### src/rtl/servo_pkg.sv
// servo_pkg: shared types and constants for the multi-channel servo pulse generator.
//   mode_e      : frame-load source selection (direct / sweep / centre / direct)
//   pos_t       : 8-bit servo position
//   width_t     : 16-bit pulse width in microseconds
//   pulse_width : MIN_US + pos*STEP_US, unsigned, truncated to 16 bits
package servo_pkg;

   localparam int unsigned POS_W = 8;

   typedef logic [POS_W-1:0] pos_t;
   typedef logic [15:0]      width_t;

   localparam pos_t POS_CENTRE = 8'd128;

   typedef enum logic [1:0] {
      MODE_DIRECT     = 2'd0,
      MODE_SWEEP      = 2'd1,
      MODE_CENTRE     = 2'd2,
      MODE_DIRECT_ALT = 2'd3
   } mode_e;

   function automatic width_t pulse_width(input pos_t pos,
                                          input int unsigned min_us,
                                          input int unsigned step_us);
      return width_t'(min_us) + width_t'(pos) * width_t'(step_us);
   endfunction

endpackage

### src/rtl/servo_chan.sv
// servo_chan: one servo output channel.
//   clk, rst_n : clock, asynchronous active-low reset
//   load_i     : frame load strobe (active position <= src_i)
//   src_i      : position selected for the next frame
//   run_i      : a frame is in progress and the block is enabled
//   elapsed_i  : microseconds elapsed since the current frame started
//   pwm_o      : servo pulse, high while elapsed_i < pulse width
module servo_chan
   import servo_pkg::*;
#(
   parameter int unsigned MIN_US  = 1000,
   parameter int unsigned STEP_US = 4,
   parameter int unsigned FCW     = 15
) (
   input  logic           clk,
   input  logic           rst_n,
   input  logic           load_i,
   input  pos_t           src_i,
   input  logic           run_i,
   input  logic [FCW-1:0] elapsed_i,
   output logic           pwm_o
);

   pos_t   active_q, active_d;
   width_t width;

   always_comb begin
      active_d = active_q;
      if (load_i) active_d = src_i;
   end

   always_ff @(posedge clk or negedge rst_n) begin
      if (!rst_n) active_q <= POS_CENTRE;
      else        active_q <= active_d;
   end

   assign width = pulse_width(active_q, MIN_US, STEP_US);
   assign pwm_o = run_i && (32'(elapsed_i) < 32'(width));

endmodule

### src/rtl/servo_pwm_multi.sv
// servo_pwm_multi: NUM_CH servo pulse generators sharing one frame timer.
//   clk, rst_n  : clock, asynchronous active-low reset
//   ena         : block enable; low holds the timer and forces outputs low
//   pos_in      : position written to shadow[ch_sel] on a strobe edge
//   ch_sel      : write target; values >= NUM_CH are ignored
//   wr_strobe   : asynchronous write strobe, rising edge writes
//   mode        : 0/3 direct, 1 sweep, 2 centre; sampled at frame load
//   pwm_out     : one servo pulse per channel
//   frame_start : one-cycle pulse at the start of every frame
module servo_pwm_multi
   import servo_pkg::*;
#(
   parameter int unsigned CLK_HZ   = 10_000_000,
   parameter int unsigned NUM_CH   = 4,
   parameter int unsigned FRAME_US = 20000,
   parameter int unsigned MIN_US   = 1000,
   parameter int unsigned STEP_US  = 4
) (
   input  logic              clk,
   input  logic              rst_n,
   input  logic              ena,
   input  logic [7:0]        pos_in,
   input  logic [2:0]        ch_sel,
   input  logic              wr_strobe,
   input  logic [1:0]        mode,
   output logic [NUM_CH-1:0] pwm_out,
   output logic              frame_start
);

   localparam int unsigned PRESC = CLK_HZ / 1_000_000;
   localparam int unsigned PW    = (PRESC > 1) ? $clog2(PRESC) : 1;
   localparam int unsigned FCW   = (FRAME_US > 1) ? $clog2(FRAME_US) : 1;

   logic [PW-1:0]  presc_q, presc_d;
   logic [FCW-1:0] fcnt_q, fcnt_d;
   logic [FCW-1:0] elapsed;
   logic           live_q;
   logic           run_q, run_d;
   logic           us_tick;
   logic [2:0]     sync_q;
   logic           wr_edge;
   pos_t           shadow_q [NUM_CH];
   pos_t           shadow_d [NUM_CH];
   pos_t           sweep_q, sweep_d;
   logic           dir_up_q, dir_up_d;

   // live_q keeps the tick quiet while reset is held when PRESC is 1
   // (the prescaler then sits at its terminal count permanently).
   assign us_tick     = ena && live_q && (presc_q == PW'(PRESC - 1));
   assign frame_start = us_tick && (fcnt_q == '0);

   // Counter value 0 spans the last microsecond of the previous frame, so
   // the elapsed time of the running frame is fcnt-1, or FRAME_US-1 at 0.
   assign elapsed = (fcnt_q == '0) ? FCW'(FRAME_US - 1) : fcnt_q - FCW'(1);

   assign wr_edge = sync_q[1] && !sync_q[2];

   always_comb begin
      presc_d  = presc_q;
      fcnt_d   = fcnt_q;
      run_d    = ena && (run_q || frame_start);
      sweep_d  = sweep_q;
      dir_up_d = dir_up_q;
      shadow_d = shadow_q;

      if (!ena) begin
         presc_d = '0;
         fcnt_d  = '0;
      end else begin
         presc_d = us_tick ? '0 : presc_q + PW'(1);
         if (us_tick)
            fcnt_d = (fcnt_q == FCW'(FRAME_US - 1)) ? '0 : fcnt_q + FCW'(1);
      end

      if (frame_start) begin
         sweep_d = dir_up_q ? sweep_q + pos_t'(1) : sweep_q - pos_t'(1);
         if (sweep_d == '1)      dir_up_d = 1'b0;
         else if (sweep_d == '0) dir_up_d = 1'b1;
      end

      for (int unsigned i = 0; i < NUM_CH; i++)
         if (wr_edge && (ch_sel == 3'(i))) shadow_d[i] = pos_in;
   end

   always_ff @(posedge clk or negedge rst_n) begin
      if (!rst_n) begin
         presc_q  <= '0;
         fcnt_q   <= '0;
         live_q   <= 1'b0;
         run_q    <= 1'b0;
         sync_q   <= '0;
         sweep_q  <= '0;
         dir_up_q <= 1'b1;
         for (int unsigned i = 0; i < NUM_CH; i++) shadow_q[i] <= POS_CENTRE;
      end else begin
         presc_q  <= presc_d;
         fcnt_q   <= fcnt_d;
         live_q   <= 1'b1;
         run_q    <= run_d;
         sync_q   <= {sync_q[1:0], wr_strobe};
         sweep_q  <= sweep_d;
         dir_up_q <= dir_up_d;
         shadow_q <= shadow_d;
      end
   end

   for (genvar g = 0; g < NUM_CH; g++) begin : g_ch
      pos_t src;

      always_comb begin
         case (mode_e'(mode))
            MODE_SWEEP:  src = sweep_q;
            MODE_CENTRE: src = POS_CENTRE;
            default:     src = shadow_q[g];
         endcase
      end

      servo_chan #(
         .MIN_US (MIN_US),
         .STEP_US(STEP_US),
         .FCW    (FCW)
      ) u_chan (
         .clk      (clk),
         .rst_n    (rst_n),
         .load_i   (frame_start),
         .src_i    (src),
         .run_i    (run_q && ena),
         .elapsed_i(elapsed),
         .pwm_o    (pwm_out[g])
      );
   end

endmodule

### config.mk
export PLATFORM = sky130hd
export DESIGN_NAME = servo_pwm_multi
export DESIGN_NICKNAME = d
export VERILOG_FILES = /design/src/rtl/servo_pkg.sv /design/src/rtl/servo_chan.sv /design/src/rtl/servo_pwm_multi.sv
export SDC_FILE = /design/constraint.sdc
export NUM_CORES = 1
export LEC_CHECK = 0
export BUFFER_PORTS_ARGS = -buffer_cell sky130_fd_sc_hd__buf_2
export CORE_MARGIN = 2
export CORE_UTILIZATION = 48
export CTS_CLUSTER_DIAMETER = 80
export DETAILED_ROUTE_END_ITERATION = 8
export GPL_ROUTABILITY_DRIVEN = 1
export RECOVER_POWER = 50
export SYNTH_ARGS = -nofsm -noshare
export SYNTH_HDL_FRONTEND = slang
export SYNTH_HIERARCHICAL = 1
export SYNTH_SLANG_ARGS = --single-unit
export TNS_END_PERCENT = 20
### constraint.sdc
create_clock -name clk -period 4.3 [get_ports clk]
set_input_delay 0.43 -clock clk [delete_from_list [all_inputs] [get_ports clk]]
set_output_delay 0.43 -clock clk [all_outputs]
set_load 0.01 [all_outputs]
==> impl_metrics.env, run 1 <==
export IMPL_status="complete, but fails checks"
export IMPL_violations="capacitance limit, slew limit"
export IMPL_post_cts_buffers=0
export IMPL_grt_antenna_before_repair=0
export IMPL_track_usage_pct=21.5
export IMPL_area_growth_syn_to_layout_pct=9.14
export IMPL_numCtsBuffers=9
export IMPL_drive_gt1_share_pct=21.1
export IMPL_relSlewSlack_pct=-144
export IMPL_fin_area_sq_um=6610
export IMPL_initial_core_util_pct=48.6
export IMPL_cts_tree="done"
export IMPL_worst_slew_pin_slew_ns=3.66
export IMPL_boundaryPins=22
export IMPL_fillCellCount=1130
export IMPL_gp_routability_congestion=0.886
export IMPL_yosysWarnings=6
export IMPL_powerDensity_nw_per_um2=340
export IMPL_finalCritPeriodShare_pct=89.5
export IMPL_die_h_um=116
export IMPL_grt_max_degree=69
export IMPL_ant_nets=0
export IMPL_crit_type="register to output pin"
export IMPL_crit_fanout=9
export IMPL_clock_latency_ns=0.35
export IMPL_seq_area_sq_um=2440
export IMPL_dp_cells=778
export IMPL_drt_vias_per_instance=5.48
export IMPL_final_util_pct=53.0
export IMPL_final_cells=794
export IMPL_slew_violations=69
export IMPL_vdd_ir_drop_max_mv=0.277
export IMPL_hold_class="primary input to register"
export IMPL_setup_violations=0
export IMPL_postSynthCellCount=601
export IMPL_multiInputGateArea_sq_um=3440
export IMPL_cts_hold_buffers_added=0
export IMPL_finalHoldViolCount=0
export IMPL_wl_per_cell_um=16.5
export IMPL_drt_total_wl_mm=13.1
export IMPL_grt_overflow=0
export IMPL_drtPass1Iterations=4
export IMPL_h_tree_depth=3
export IMPL_hpwl_mm=10.0
export IMPL_maxCapViolCount=1
export IMPL_finalPower_mw=2.24
export IMPL_netlist_area_sq_um=6050
export IMPL_maxClockFrequency_mhz=260
export IMPL_n_antenna_cell=0
export IMPL_dieArea_sq_um=13500
export IMPL_cts_buffer_depth=2
export IMPL_fp_row_count=41
export IMPL_grt_setup_unrepaired="false"
export IMPL_skew_ns=0.00621
export IMPL_synth_avg_cell_area_sq_um=10.1
export IMPL_core_sq_um=12500
export IMPL_vias=4351
export IMPL_cts_root_buffer="clkbuf_16"
export IMPL_p_leak_nw=3.25
export IMPL_fin_crit_ns=3.85
export IMPL_path_clk_slew_ns=0.07
export IMPL_crit_path_end_kind="output pin"
export IMPL_grt_pass1_wl_mm=22.3
export IMPL_cp_required_ns=3.87
export IMPL_place_port_buffers=21
export IMPL_cts_sinks=97
export IMPL_cts_resized=0
export IMPL_post_dp_cell_area_sq_um=6320
export IMPL_die_x_um=116
export IMPL_arrival_ns=3.42
export IMPL_nNetsFinal=685
export IMPL_fin_setup_tns_ns=0
export IMPL_dr_first_iter_drc_count=239
export IMPL_grt_pass1_vias=4324
export IMPL_startpoint_type="register"
export IMPL_drcViolationCount=0
export IMPL_synth_nets=669
-- power breakdown --
| part | internal, mW | switching, mW | leakage [nW] |
|---|---|---|---|
| clock | 0.416 | 0.363 | 0.139 |
| sequential | 1.00 | 0.0461 | 1.25 |
| combinational | 0.174 | 0.244 | 1.87 |
| total | 1.59 | 0.653 | 3.25 |
-- layout by cell type, fill, tap and decap left out, types with 10 or more instances in the layout --
cell	count
buf_2	20
inv_1	22
a21oi_1	15
nand2_1	97
dfrtp_1	88
xnor2_1	31
o21ai_0	21
ha_1	50
nor2b_1	10
mux2_2	62
nor2_1	29
xor2_1	13
a211oi_1	10
-- layout make-up --
cell class,count,area share [%]
sequential,97,36.9
tap,172,3.26
clock buffer,10,3.62
multi-input combinational,461,52.1
inverter,22,1.25
timing repair buffer,26,2.08
clock inverter,6,0.777
-- critical path: stages (launching register included) --
cell and delay [ns]:
dfrtp_1 0.48, or3_1 0.39, nor3_1 0.35, nand2_1 0.16, or3_1 0.34, nand3_1 0.22
ha_1 0.28, and4_1 0.20, o311a_1 0.11, a211oi_1 0.34, buf_2 0.20
-- final timing paths --
| path | from | end | slack [ns] | cells after the start |
|---|---|---|---|---|
| worst max-delay path | fcnt_q[2] | pwm_out[3] | 0.45 | 10 |
| worst min-delay path | wr_strobe | sync_q[0] | 0.18 | 1 |
| worst max register to register | fcnt_q[0] | dir_up_q | 1.32 | 8 |
| worst min register to register | sync_q[0] | sync_q[1] | 0.36 | 0 |
| max in group asynchronous | rst_n | shadow_q[19] | 0.92 | 1 |
| min in group asynchronous | rst_n | fcnt_q[12] | 1.31 | 1 |
-- stage by stage --
stage               setup WS, ns  hold slack [ns]
floorplan                   1.29            0.134
global placement           0.879            0.335
detailed placement         0.774            0.342
CTS                        0.373            0.168
global route               0.143            0.172
finish                     0.451            0.182
-- sequential cells by signal, summed over array words and instances, names as in the netlist --
| signal | flops |
|---|---|
| presc_q | 4 |
| shadow_q | 32 |
| dir_up_q | 1 |
| sync_q | 3 |
| run_q | 1 |
| sweep_q | 8 |
| g_ch.u_chan/active_q | 32 |
| fcnt_q | 15 |
| live_q | 1 |
-- per-layer routing --
metal	part of all wire [%]	track usage (%)	vias to the layer above	wire length, um
met2	46	33.8	72	6080
li1	-	-	2158	-
met5	0	0	-	0
met4	2.0	8.49	0	268
met3	3.5	3.53	21	460
met1	48	29.7	2100	6290
Power figures use the tool's default switching activity.
==> inputs of run 2 (changes only) <==
==> constraint.sdc (replaced) <==
create_clock -name clk -period 4.3 [get_ports clk]
set_input_delay 0.86 -clock clk [delete_from_list [all_inputs] [get_ports clk]]
set_output_delay 0.86 -clock clk [all_outputs]
set_load 0.01 [all_outputs]
==> run 2 against run 1 <==
  * The run still ends with capacitance limit, slew limit left
  * Clock-buffer cell count is 1 lower
  * Core utilization rose by 0.62 points
  * Power increased by 4.2%
  * First-iteration DRC count decreased by 23%
  * Worst setup slack worse by 0.24 ns
  * Maximum frequency is 5.8% lower
  * Sequential power about the same
  * Largest power group unchanged
==> impl_metrics.env, run 2 (same netlist as run 1, synthesis figures left out) <==
export IMPL_crit_path_end_kind="output pin"
export IMPL_vdd_ir_drop_max_mv=0.228
export IMPL_r2r_start="fcnt_q[0]"
export IMPL_path_clk_slew_ns=0.07
export IMPL_cts_tree="done"
export IMPL_r2r_worst_path_cells=8
export IMPL_slew_violations=87
export IMPL_place_port_buffers=21
export IMPL_crit_family="simple AND/OR/NAND/NOR gates"
export IMPL_grt_overflow=0
export IMPL_ant_nets=0
export IMPL_gp_routability_congestion=0.845
export IMPL_r2r_end="dir_up_q"
export IMPL_dp_cells=781
export IMPL_n_antenna_cell=0
export IMPL_powerDensity_nw_per_um2=350
export IMPL_maxCapViolCount=2
export IMPL_cts_sinks=97
export IMPL_reg_top3="g_ch.u_chan/active_q (32), shadow_q (32), fcnt_q (15)"
export IMPL_final_cells=797
export IMPL_cts_root_buffer="clkbuf_16"
export IMPL_holdPathEnd="sync_q[1]"
export IMPL_vias=4369
export IMPL_cpPeakStageDelay_ns=0.50
export IMPL_crit_type="register to output pin"
export IMPL_die_h_um=116
export IMPL_violations="capacitance limit, slew limit"
export IMPL_startpoint_type="register"
export IMPL_fin_crit_ns=4.08
export IMPL_min_path_cells=0
export IMPL_drive_gt1_share_pct=21.9
export IMPL_skew_ns=0.00766
export IMPL_cp_required_ns=3.44
export IMPL_p_leak_nw=3.29
export IMPL_worst_slew_pin_slew_ns=2.72
export IMPL_drtPass1Iterations=4
export IMPL_initial_core_util_pct=48.6
export IMPL_setup_violations=0
export IMPL_numCtsBuffers=9
export IMPL_drcViolationCount=0
export IMPL_switching_share_pct=29.5
export IMPL_grt_setup_unrepaired="false"
export IMPL_fin_area_sq_um=6680
export IMPL_nNetsFinal=688
export IMPL_post_dp_cell_area_sq_um=6350
export IMPL_boundaryPins=22
export IMPL_finalCritPeriodShare_pct=95.0
export IMPL_dr_first_iter_drc_count=183
export IMPL_drt_total_wl_mm=13.2
export IMPL_power_frac_clock_pct=36.8
export IMPL_crit_fanout=9
export IMPL_grt_antenna_before_repair=0
export IMPL_relSlewSlack_pct=-81.5
export IMPL_fp_row_count=41
export IMPL_clock_latency_ns=0.36
export IMPL_fin_setup_tns_ns=0
export IMPL_regToRegSetupSlack_ns=1.32
export IMPL_core_sq_um=12500
export IMPL_grt_max_degree=53
export IMPL_pwr_share_seq_pct=44.8
export IMPL_die_x_um=116
export IMPL_layout_commonest_cell="nand2_1"
export IMPL_wl_per_cell_um=16.5
export IMPL_cp_cell_sequence="or3_1 -> nor3_2 -> xnor2_1 -> nor2_1 -> ha_1 -> and3_1 -> o311a_1 -> a211oi_1 -> buf_2"
export IMPL_h_tree_depth=3
export IMPL_intPower_mw=1.65
export IMPL_drt_vias_per_instance=5.48
export IMPL_min_delay_start="sync_q[0]"
export IMPL_grt_pass1_vias=4194
export IMPL_finalPower_mw=2.34
export IMPL_hold_ws_ns=0.359
export IMPL_arrival_ns=3.22
export IMPL_p_switching_uw=690
export IMPL_grt_pass1_wl_mm=21.8
export IMPL_critPathBufInv=1
export IMPL_area_growth_syn_to_layout_pct=10.4
export IMPL_slowest_stage="dfrtp_1"
export IMPL_post_cts_buffers=0
export IMPL_hpwl_mm=10.0
export IMPL_final_cell_mix="nand2_1 (97), dfrtp_1 (88), mux2_2 (62)"
export IMPL_track_usage_pct=21.1
export IMPL_dieArea_sq_um=13500
export IMPL_cts_buffer_depth=2
export IMPL_finalHoldViolCount=0
export IMPL_hold_class="register to register"
export IMPL_comb_power_share_pct=18.3
export IMPL_maxClockFrequency_mhz=245
export IMPL_status="complete, but fails checks"
-- run 2: timing repair --
| item | CTS | global route |
|---|---|---|
| cloned | 0 | 0 |
| hold buffers | 0 | 0 |
| resized for setup | 1 | 5 |
| setup endpoints to repair | 1 | 4 |
-- run 2: worst max path at each step --
stage                    from         end  cells past startpoint  slack [ns]
floorplan           fcnt_q[2]  pwm_out[0]                     10        0.86
CTS                 fcnt_q[2]  pwm_out[3]                     10       0.004
global route        fcnt_q[2]  pwm_out[1]                      9        0.04
detailed placement  fcnt_q[0]  pwm_out[3]                     11        0.38
finish              fcnt_q[2]  pwm_out[3]                      9        0.22
global placement    fcnt_q[2]  pwm_out[3]                     10        0.43
-- run 2: power groups by stage --
stage	Sequential, mW	Combinational [mW]	Clock, mW
global placement	1.06	0.409	0
detailed placement	1.07	0.420	0
CTS	1.05	0.425	0.884
global route	1.06	0.490	0.919
finish	1.05	0.429	0.861
floorplan	1.05	0.300	0
-- run 2: through the flow --
step	setup WS, ns	util (%)
finish	0.216	53.6
global route	0.0382	53.6
CTS	0.00427	53.5
detailed placement	0.383	50.9
global placement	0.429	50.9
floorplan	0.858	-
-- run 2: final cells by class --
| cell class | instances | area [sq um] |
|---|---|---|
| Sequential cell | 97 | 2440 |
| Inverter | 22 | 82.6 |
| Clock buffer | 9 | 225 |
| Timing Repair Buffer | 29 | 156 |
| Fill cell | 1137 | 5780 |
| Clock inverter | 7 | 95.1 |
| Tap cell | 172 | 215 |
| Multi-Input combinational cell | 461 | 3470 |
-- run 2: per-layer routing --
metal / track usage [%] / part of all wire [%] / vias to the layer above
met1: 29.9 / 49 / 2116
met5: 0 / 0 / -
met3: 2.91 / 3.2 / 14
met2: 33.4 / 46 / 72
met4: 7.38 / 1.5 / 0
li1: - / - / 2167
